--- config.mk ---
export PLATFORM = sky130hd
export DESIGN_NAME = mul_seq
export DESIGN_NICKNAME = d
export VERILOG_FILES = /design/src/rtl/mul_seq.sv
export SDC_FILE = /design/constraint.sdc
export NUM_CORES = 1
export LEC_CHECK = 0
export BUFFER_PORTS_ARGS = -buffer_cell sky130_fd_sc_hd__buf_2
export CAP_MARGIN = 15
export CORE_MARGIN = 2
export CORE_UTILIZATION = 45
export CTS_CLUSTER_DIAMETER = 100
export CTS_CLUSTER_SIZE = 12
export DETAILED_ROUTE_END_ITERATION = 6
export PLACE_DENSITY_LB_ADDON = 0.25
export SYNTH_ARGS = -nofsm -noshare
export SYNTH_HDL_FRONTEND = slang
export SYNTH_SLANG_ARGS = --single-unit
--- constraint.sdc ---
create_clock -name clk_i -period 1.7 [get_ports clk_i]
set_input_delay 0.085 -clock clk_i [delete_from_list [all_inputs] [get_ports clk_i]]
set_output_delay 0.085 -clock clk_i [all_outputs]
set_load 0.01 [all_outputs]
--- src/rtl/mul_seq.sv ---
// mul_seq: sequential N x N unsigned shift-and-add multiplier controller.
//
// Owns no adder. It steers a shared external N-bit adder through the add_* port,
// one partial-product addition per RUN cycle, and returns a 2N-bit product.
//
// Ports:
//   clk_i       rising-edge clock
//   reset_i     synchronous, active-high reset
//   start_i     multiply request, sampled only in IDLE
//   a_i         multiplicand, captured on the accepting edge
//   b_i         multiplier, captured on the accepting edge
//   busy_o      high in RUN and DONE
//   done_o      one-cycle pulse in DONE
//   product_o   {hi, lo}; valid with done_o and held until the next accepted start
//   add_a_o     adder operand A (hi in RUN, else 0)
//   add_b_o     adder operand B (mcand when lo[0] in RUN, else 0)
//   add_cin_o   adder carry-in, always 0
//   add_sum_i   adder sum, combinational from add_a_o/add_b_o/add_cin_o
//   add_cout_i  adder carry-out
module mul_seq #(
  parameter int unsigned N = 32
) (
  input  logic           clk_i,
  input  logic           reset_i,
  input  logic           start_i,
  input  logic [N-1:0]   a_i,
  input  logic [N-1:0]   b_i,
  output logic           busy_o,
  output logic           done_o,
  output logic [2*N-1:0] product_o,
  output logic [N-1:0]   add_a_o,
  output logic [N-1:0]   add_b_o,
  output logic           add_cin_o,
  input  logic [N-1:0]   add_sum_i,
  input  logic           add_cout_i
);

  localparam int unsigned CntW = $clog2(N) + 1;
  localparam logic [CntW-1:0] CntLast = CntW'(N - 1);

  typedef enum logic [1:0] {
    StIdle,
    StRun,
    StDone
  } state_e;

  state_e          state_q;
  logic [N-1:0]    hi_q;
  logic [N-1:0]    lo_q;
  logic [N-1:0]    mcand_q;
  logic [CntW-1:0] cnt_q;
  logic            busy_q;
  logic            done_q;

  logic            run;

  assign run = (state_q == StRun);

  // Adder operands depend only on registered state, so they change only on edges.
  // Outside RUN the shared adder sees zeros.
  always_comb begin
    add_a_o   = '0;
    add_b_o   = '0;
    add_cin_o = 1'b0;
    if (run) begin
      add_a_o = hi_q;
      add_b_o = lo_q[0] ? mcand_q : '0;
    end
  end

  assign product_o = {hi_q, lo_q};
  assign busy_o    = busy_q;
  assign done_o    = done_q;

  always_ff @(posedge clk_i) begin
    if (reset_i) begin
      state_q <= StIdle;
      hi_q    <= '0;
      lo_q    <= '0;
      mcand_q <= '0;
      cnt_q   <= '0;
      busy_q  <= 1'b0;
      done_q  <= 1'b0;
    end else begin
      unique case (state_q)
        StIdle: begin
          if (start_i) begin
            hi_q    <= '0;
            lo_q    <= b_i;
            mcand_q <= a_i;
            cnt_q   <= '0;
            busy_q  <= 1'b1;
            state_q <= StRun;
          end
        end
        StRun: begin
          // Shift the (N+1)-bit sum right by one: carry-out lands in hi's MSB,
          // sum LSB becomes the next product low bit as the multiplier shifts out.
          hi_q  <= {add_cout_i, add_sum_i[N-1:1]};
          lo_q  <= {add_sum_i[0], lo_q[N-1:1]};
          cnt_q <= cnt_q + CntW'(1);
          if (cnt_q == CntLast) begin
            done_q  <= 1'b1;
            state_q <= StDone;
          end
        end
        StDone: begin
          busy_q  <= 1'b0;
          done_q  <= 1'b0;
          state_q <= StIdle;
        end
        default: begin
          busy_q  <= 1'b0;
          done_q  <= 1'b0;
          state_q <= StIdle;
        end
      endcase
    end
  end

endmodule

# ---- Word level (Yosys, flattened, before mapping)
# Cells that the tools add are included.
dict set report classes {
  addsub 1
  eq_ne 4
  n_mux 16
  bitwise_logic 2
  n_reduce_logical 7
}
# op count
set op_table {}
lappend op_table {{$mux W32} 5}
lappend op_table {{$pmux W32 S2} 2}
lappend op_table {{$pmux W6 S2} 1}
lappend op_table {{$reduce_and A2 Y1} 5}
lappend op_table {{$add A6 B1 Y6 const B} 1}
lappend op_table {{$eq A6 B5 Y1 const B} 1}
lappend op_table {{$mux W6} 1}
lappend op_table {{$mux W2} 2}
lappend op_table {{$pmux W1 S2} 2}
lappend op_table {{$pmux W2 S2} 1}
lappend op_table {{$eq A2 B1 Y1 const B} 1}
lappend op_table {{$logic_not A2 Y1} 1}
lappend op_table {{$mux W1} 2}
lappend op_table {{$ne A2 B1 Y1 const B} 1}
lappend op_table {{$ne A2 B2 Y1 const B} 1}
lappend op_table {{$not A1 Y1} 2}
lappend op_table {{$reduce_bool A2 Y1} 1}
dict set report word_totals {
  reg_bits 106
  in_bits 100
  word_cells 37
}

# ---- Depth between registers and ports, before layout
dict set report depth {
  ltp_word 3
  ltp_mapped 7
}

# ---- Worst setup path before layout
# OpenSTA, ideal clock, no wires.
dict set report synth_path {
  kind {register to register}
  start {register state_q[1]}
  end {register mcand_q[12]}
  setup_ns 0.132
  t_arrival_ns 1.268
  required_time_ns 1.568
  path_slack_ns 0.300
  stages_incl_launch_ff 7
  n_path_buf 3
  period_less_slack_ns 1.400
  path_cell_list {dfxtp_1 -> or3b_1 -> buf_2 -> buf_6 -> buf_2 -> nand2_1 -> a21oi_1}
}
dict set report synth_via {
  elab_chain_len 2
}
# element line_no
set synth_rtl {}
lappend synth_rtl {{from (decl)} 47} ;# state_e state_q;
lappend synth_rtl {{from (signal assigned)} 77} ;# state_q <= StIdle;
lappend synth_rtl {{from (signal assigned)} 93} ;# state_q <= StRun;
lappend synth_rtl {{from (signal assigned)} 104} ;# state_q <= StDone;
lappend synth_rtl {{$logic_not A2 Y1} 85} ;# unique case (state_q)
lappend synth_rtl {{$reduce_and A2 Y1 (no source line)} n/a}
lappend synth_rtl {{to (signal assigned)} 90} ;# mcand_q <= a_i;
lappend synth_rtl {{to (decl)} 50} ;# logic [N-1:0] mcand_q;
# Every way passes these cells.
# A chain may end at the register's enable or synchronous reset.

# ---- Worst setup path after layout
dict set report layout_path {
  start {register state_q[1]}
  end {output port add_b_o[24]}
}
dict set report layout_via {
  elab_chain_len 2
}
# element line_no
set layout_rtl {}
lappend layout_rtl {{$eq A2 B1 Y1} 57} ;# assign run = (state_q == StRun);
lappend layout_rtl {{$mux W32} 65} ;# if (run) begin
lappend layout_rtl {{to (decl)} 32} ;# output logic [N-1:0] add_b_o,
# Every way passes these cells.

==> results <==
- The flow ran to the end, and the final reports show no timing, DRC or antenna violations.
- After the last flow step, the layout net total stands at 980.
- The maximum fanout along the worst path is 7.
- Counting flops and latches in the post-synthesis netlist gives 106.
- The register clock-pin slew on the reported worst setup and hold paths is 90 ps.
- The clock tree synthesis step divided the H-tree into 3 levels.
- In the final layout, the share of cells above drive strength 1 is 0.318.
- Setup repair after global routing left no endpoint under its margin.
- The post-synthesis to final-layout area growth is 57.0%.
- The share of flip-flops with an asynchronous set or reset after synthesis is 0.
- Power spread over the standard cell area amounts to 805 nW/um2.
- After detailed routing, the number of remaining DRC violations is 0.
- The most critical setup path has its startpoint at state_q[1]$_SDFFE_PP0P_.
- The initial utilization of the core area, before any placement, comes to 0.459.
- 231 I/O pins were placed.
- The met1 track utilization from global routing is 0.280.
- The length of the first detailed-routing pass in iterations is 5.
- The wire length of the first global-routing pass is 20800 um.
- Of the total synthesized cell area, the portion taken by full adders, half adders and majority gates is 0.00283.
- The number of clock sinks is 106.
- The average wire per standard cell is 14.5 um.
- The count of input and output buffers is 229.
- The post-synthesis instance area is 4430 um2.
- The worst path in the final design needs a cycle of 1630 ps, including I/O delays and setup.
- Based on the critical path, the design can be clocked at up to 613 MHz.
- Summing over every cut layer, the via total after detailed routing is 5194.
- The peak supply drop is 0.000627 V.
- The remaining antenna violation count is 0.
- The largest total area in the synthesized netlist belongs to sky130_fd_sc_hd__dfxtp_1.
- After synthesis, the share of cell area in mux cells is 0.00226.
- The most utilized layer in the global route result is met2.
- The launch point of the worst reg-to-reg path is state_q[1]$_SDFFE_PP0P_.
- The startpoint identified for the worst hold timing path is b_i[20].
- Summed over all cells, the static leakage comes to 3.44 nW.
- TritonCTS built the clock tree.
- The number of buffers on the longest clock path is 2.
- The worst hold path belongs to the class in2reg.
- Entering global routing, the biggest net connects 58 pins.
- The worst reg2reg path depth is 5.
- The floorplan row count is 36.
- Sorting the synthesized cells by area gives the leading types as sky130_fd_sc_hd__dfxtp_1 48%, sky130_fd_sc_hd__nand2_1 8.8%, sky130_fd_sc_hd__nor2_1 8.4%.
- The simple-gate portion of the synthesized area is 0.367.
- Dividing the synthesized area by the synthesized cell count gives 7.56 um2.
- The vertical die dimension is 103 um.
- STA classifies the critical path startpoint as a register.
- The clock latency at the later pin of the worst-skew pair is 360 ps.
- In this run, CTS created clock tree buffers numbering 9.
- The setup slack after placement is 162 ps.
- The total overflow left after global routing is 0.
- The met2 capacity usage during global routing is 0.436.
- The repair_antennas step left the layout with diodes totalling 0.
- Data on the critical path is required at its endpoint by 1620 ps.
- The total area inside the core boundary comes to 9640 um2.
- The initial antenna violation count came to 0.
- The main flop type after synthesis is sky130_fd_sc_hd__dfxtp_1.
- The worst setup path is of the reg2out kind.
- The aggregate negative setup slack is 0 ps.
- The count of pins over their slew limit was 0.
- The die covers 10600 um2.
- STA puts the critical path data arrival time at 1550 ps.
- Counting every net in the synthesized netlist gives 687.
- Counting flops with a built-in enable in the synthesized netlist gives 0.
- CTS placed an instance of sky130_fd_sc_hd__clkbuf_8 at the clock tree root.
- The final-report hold violation count is 0.
- The final critical-path share of the clock period is 0.960.
- The number of instances in the placed design is 909.
- The number of cells traversed by the worst hold path is 3.
- In the post-route analysis, the smallest setup slack over all paths is 68.7 ps.
- Sorting the synthesized cells by how often they occur yields 106 x sky130_fd_sc_hd__dfxtp_1, 104 x sky130_fd_sc_hd__nand2_1, 99 x sky130_fd_sc_hd__nor2_1.
- The setup-violating endpoint count in the final report is 0.
- The post-synthesis sequential area ratio is 0.479.
- The number of global-route vias before repair is 4644.
- The floorplan step set the die width to 103 um.
- The half-perimeter wire length of the detailed placement result is 8330 um.
- Across the routed clock network, the largest skew measured is 14.2 ps.
- The share of synthesized area in the top cell type comes to 0.479.
- The compound-gate portion of the synthesized area is 0.0913.
- The vias per cell is 5.11.
- The cell with the most instances after synthesis is sky130_fd_sc_hd__dfxtp_1.
- Measured on the finished design, the core utilization comes to 0.721.
- After detailed routing, the total wire length is 14700 um.
- Summing internal, switching and leakage power gives 0.00559 W.
- For this run, the total global-route usage over all layers was measured as 0.243.
- The number of max-cap violations is 0.
- For this run, global-route usage on met3 was measured as 0.0598.
- For this block, the initial DRC count from the detailed router was 199.
- The worst setup path is captured at a primary output.
- Yosys printed 0 warnings.
- The routability-driven placement congestion ratio is 0.737.
- The synthesized-area fraction occupied by xor and xnor cells is 0.
- The filler-free cell count of the finished design is 1017.
- The number of distinct library cell variants in the gate-level netlist after synthesis is 31.
- By area, the combinational part of the netlist is dominated by simple AND/OR/NAND/NOR gates.
- The cell count after synthesis is 586.
-- path summary, 6_finish.rpt --
| path | slack [ps] | endpoint |
|---|---|---|
| setup / recovery | 70 | add_b_o[24] |
| hold / removal | 10 | lo_q[20]$_SDFFE_PP0P_ |
| setup reg to reg | 130 | lo_q[31]$_SDFFE_PP0P_ |
| hold reg to reg | 450 | mcand_q[1]$_SDFFE_PP0P_ |
-- stage by stage --
stage	hold WS [ps]	cell area (um2)
after floorplan	221	4430
after global placement	325	5700
after detailed placement	331	5700
after CTS	0.685	6760
after global routing	15.9	6950
final	12.7	6950
-- state kept, by name, indices dropped and copies added, names as in the netlist --
signal,count
state_q,2
done_o,1
cnt_q,6
mcand_q,32
lo_q,32
busy_o,1
hi_q,32
-- layout by cell type (no fill, tap or decap), types with 2 or more instances in the layout --
master,netlist,final
sky130_fd_sc_hd__buf_4,5,11
sky130_fd_sc_hd__clkbuf_16,0,4
sky130_fd_sc_hd__dlygate4sd3_1,0,81
sky130_fd_sc_hd__clkbuf_1,30,2
sky130_fd_sc_hd__a21oi_1,68,68
sky130_fd_sc_hd__buf_2,17,224
sky130_fd_sc_hd__and2_1,33,31
sky130_fd_sc_hd__buf_12,0,6
sky130_fd_sc_hd__nand3_1,38,38
sky130_fd_sc_hd__nor4_1,32,32
sky130_fd_sc_hd__a31oi_1,2,2
sky130_fd_sc_hd__dfxtp_2,0,2
sky130_fd_sc_hd__and3_1,32,28
sky130_fd_sc_hd__clkinv_4,0,2
sky130_fd_sc_hd__buf_6,1,6
sky130_fd_sc_hd__or3_1,2,2
sky130_fd_sc_hd__dfxtp_1,106,104
sky130_fd_sc_hd__clkinv_2,0,2
sky130_fd_sc_hd__nand2_1,104,104
sky130_fd_sc_hd__and2_4,0,2
sky130_fd_sc_hd__buf_16,0,3
sky130_fd_sc_hd__clkbuf_8,0,10
sky130_fd_sc_hd__and3_4,0,4
sky130_fd_sc_hd__nor2_1,99,99
-- layout make-up --
class                   instances  area (um2)
inverters                       1        3.75
repair buffers                335        2380
multi-input cells             426        2100
clock inverters                 4        27.5
well taps                     133         166
clock buffers                  12         145
flip-flops and latches        106        2120
fillers                       768        2690
-- where the power goes --
part	internal, W	leakage (nW)	switching, W
clock	0.000576	0.0903	0.000820
combinational	0.000663	2.47	0.000724
sequential	0.00268	0.873	0.000132
-- worst max-delay path, cell delays in order (launching register included) --
cell and delay [ps]:
sky130_fd_sc_hd__dfxtp_2 330, sky130_fd_sc_hd__buf_6 110, sky130_fd_sc_hd__nor2b_4 140, sky130_fd_sc_hd__buf_12 170, sky130_fd_sc_hd__clkbuf_16 160, sky130_fd_sc_hd__and3_1 150, sky130_fd_sc_hd__buf_2 130
-- routing by layer --
| metal | vias up | wire length (um) |
|---|---|---|
| li1 | 2535 | - |
| met1 | 2395 | 5840 |
| met2 | 228 | 7520 |
| met3 | 36 | 996 |
| met4 | 0 | 357 |
| met5 | - | 0 |
-- repair_timing --
action / 4_1_cts / 5_1_grt
setup endpoints to repair: 21 / 64
buffers inserted: 2 / 2
hold buffers: 81 / 0
hold endpoints to repair: 81 / 0
cloned: 1 / 6
resized for setup: 8 / 12
-- cells by family (layout without fill, tap and decap cells) --
logic type / count (synthesis) / after routing
compound gates: 76 / 76
fa+ha+maj: 1 / 1
buf+inv: 54 / 352
flops: 106 / 106
mux: 1 / 1
other cells: 1 / 1
simple gates: 347 / 347
(Power assumes the default switching activity.)
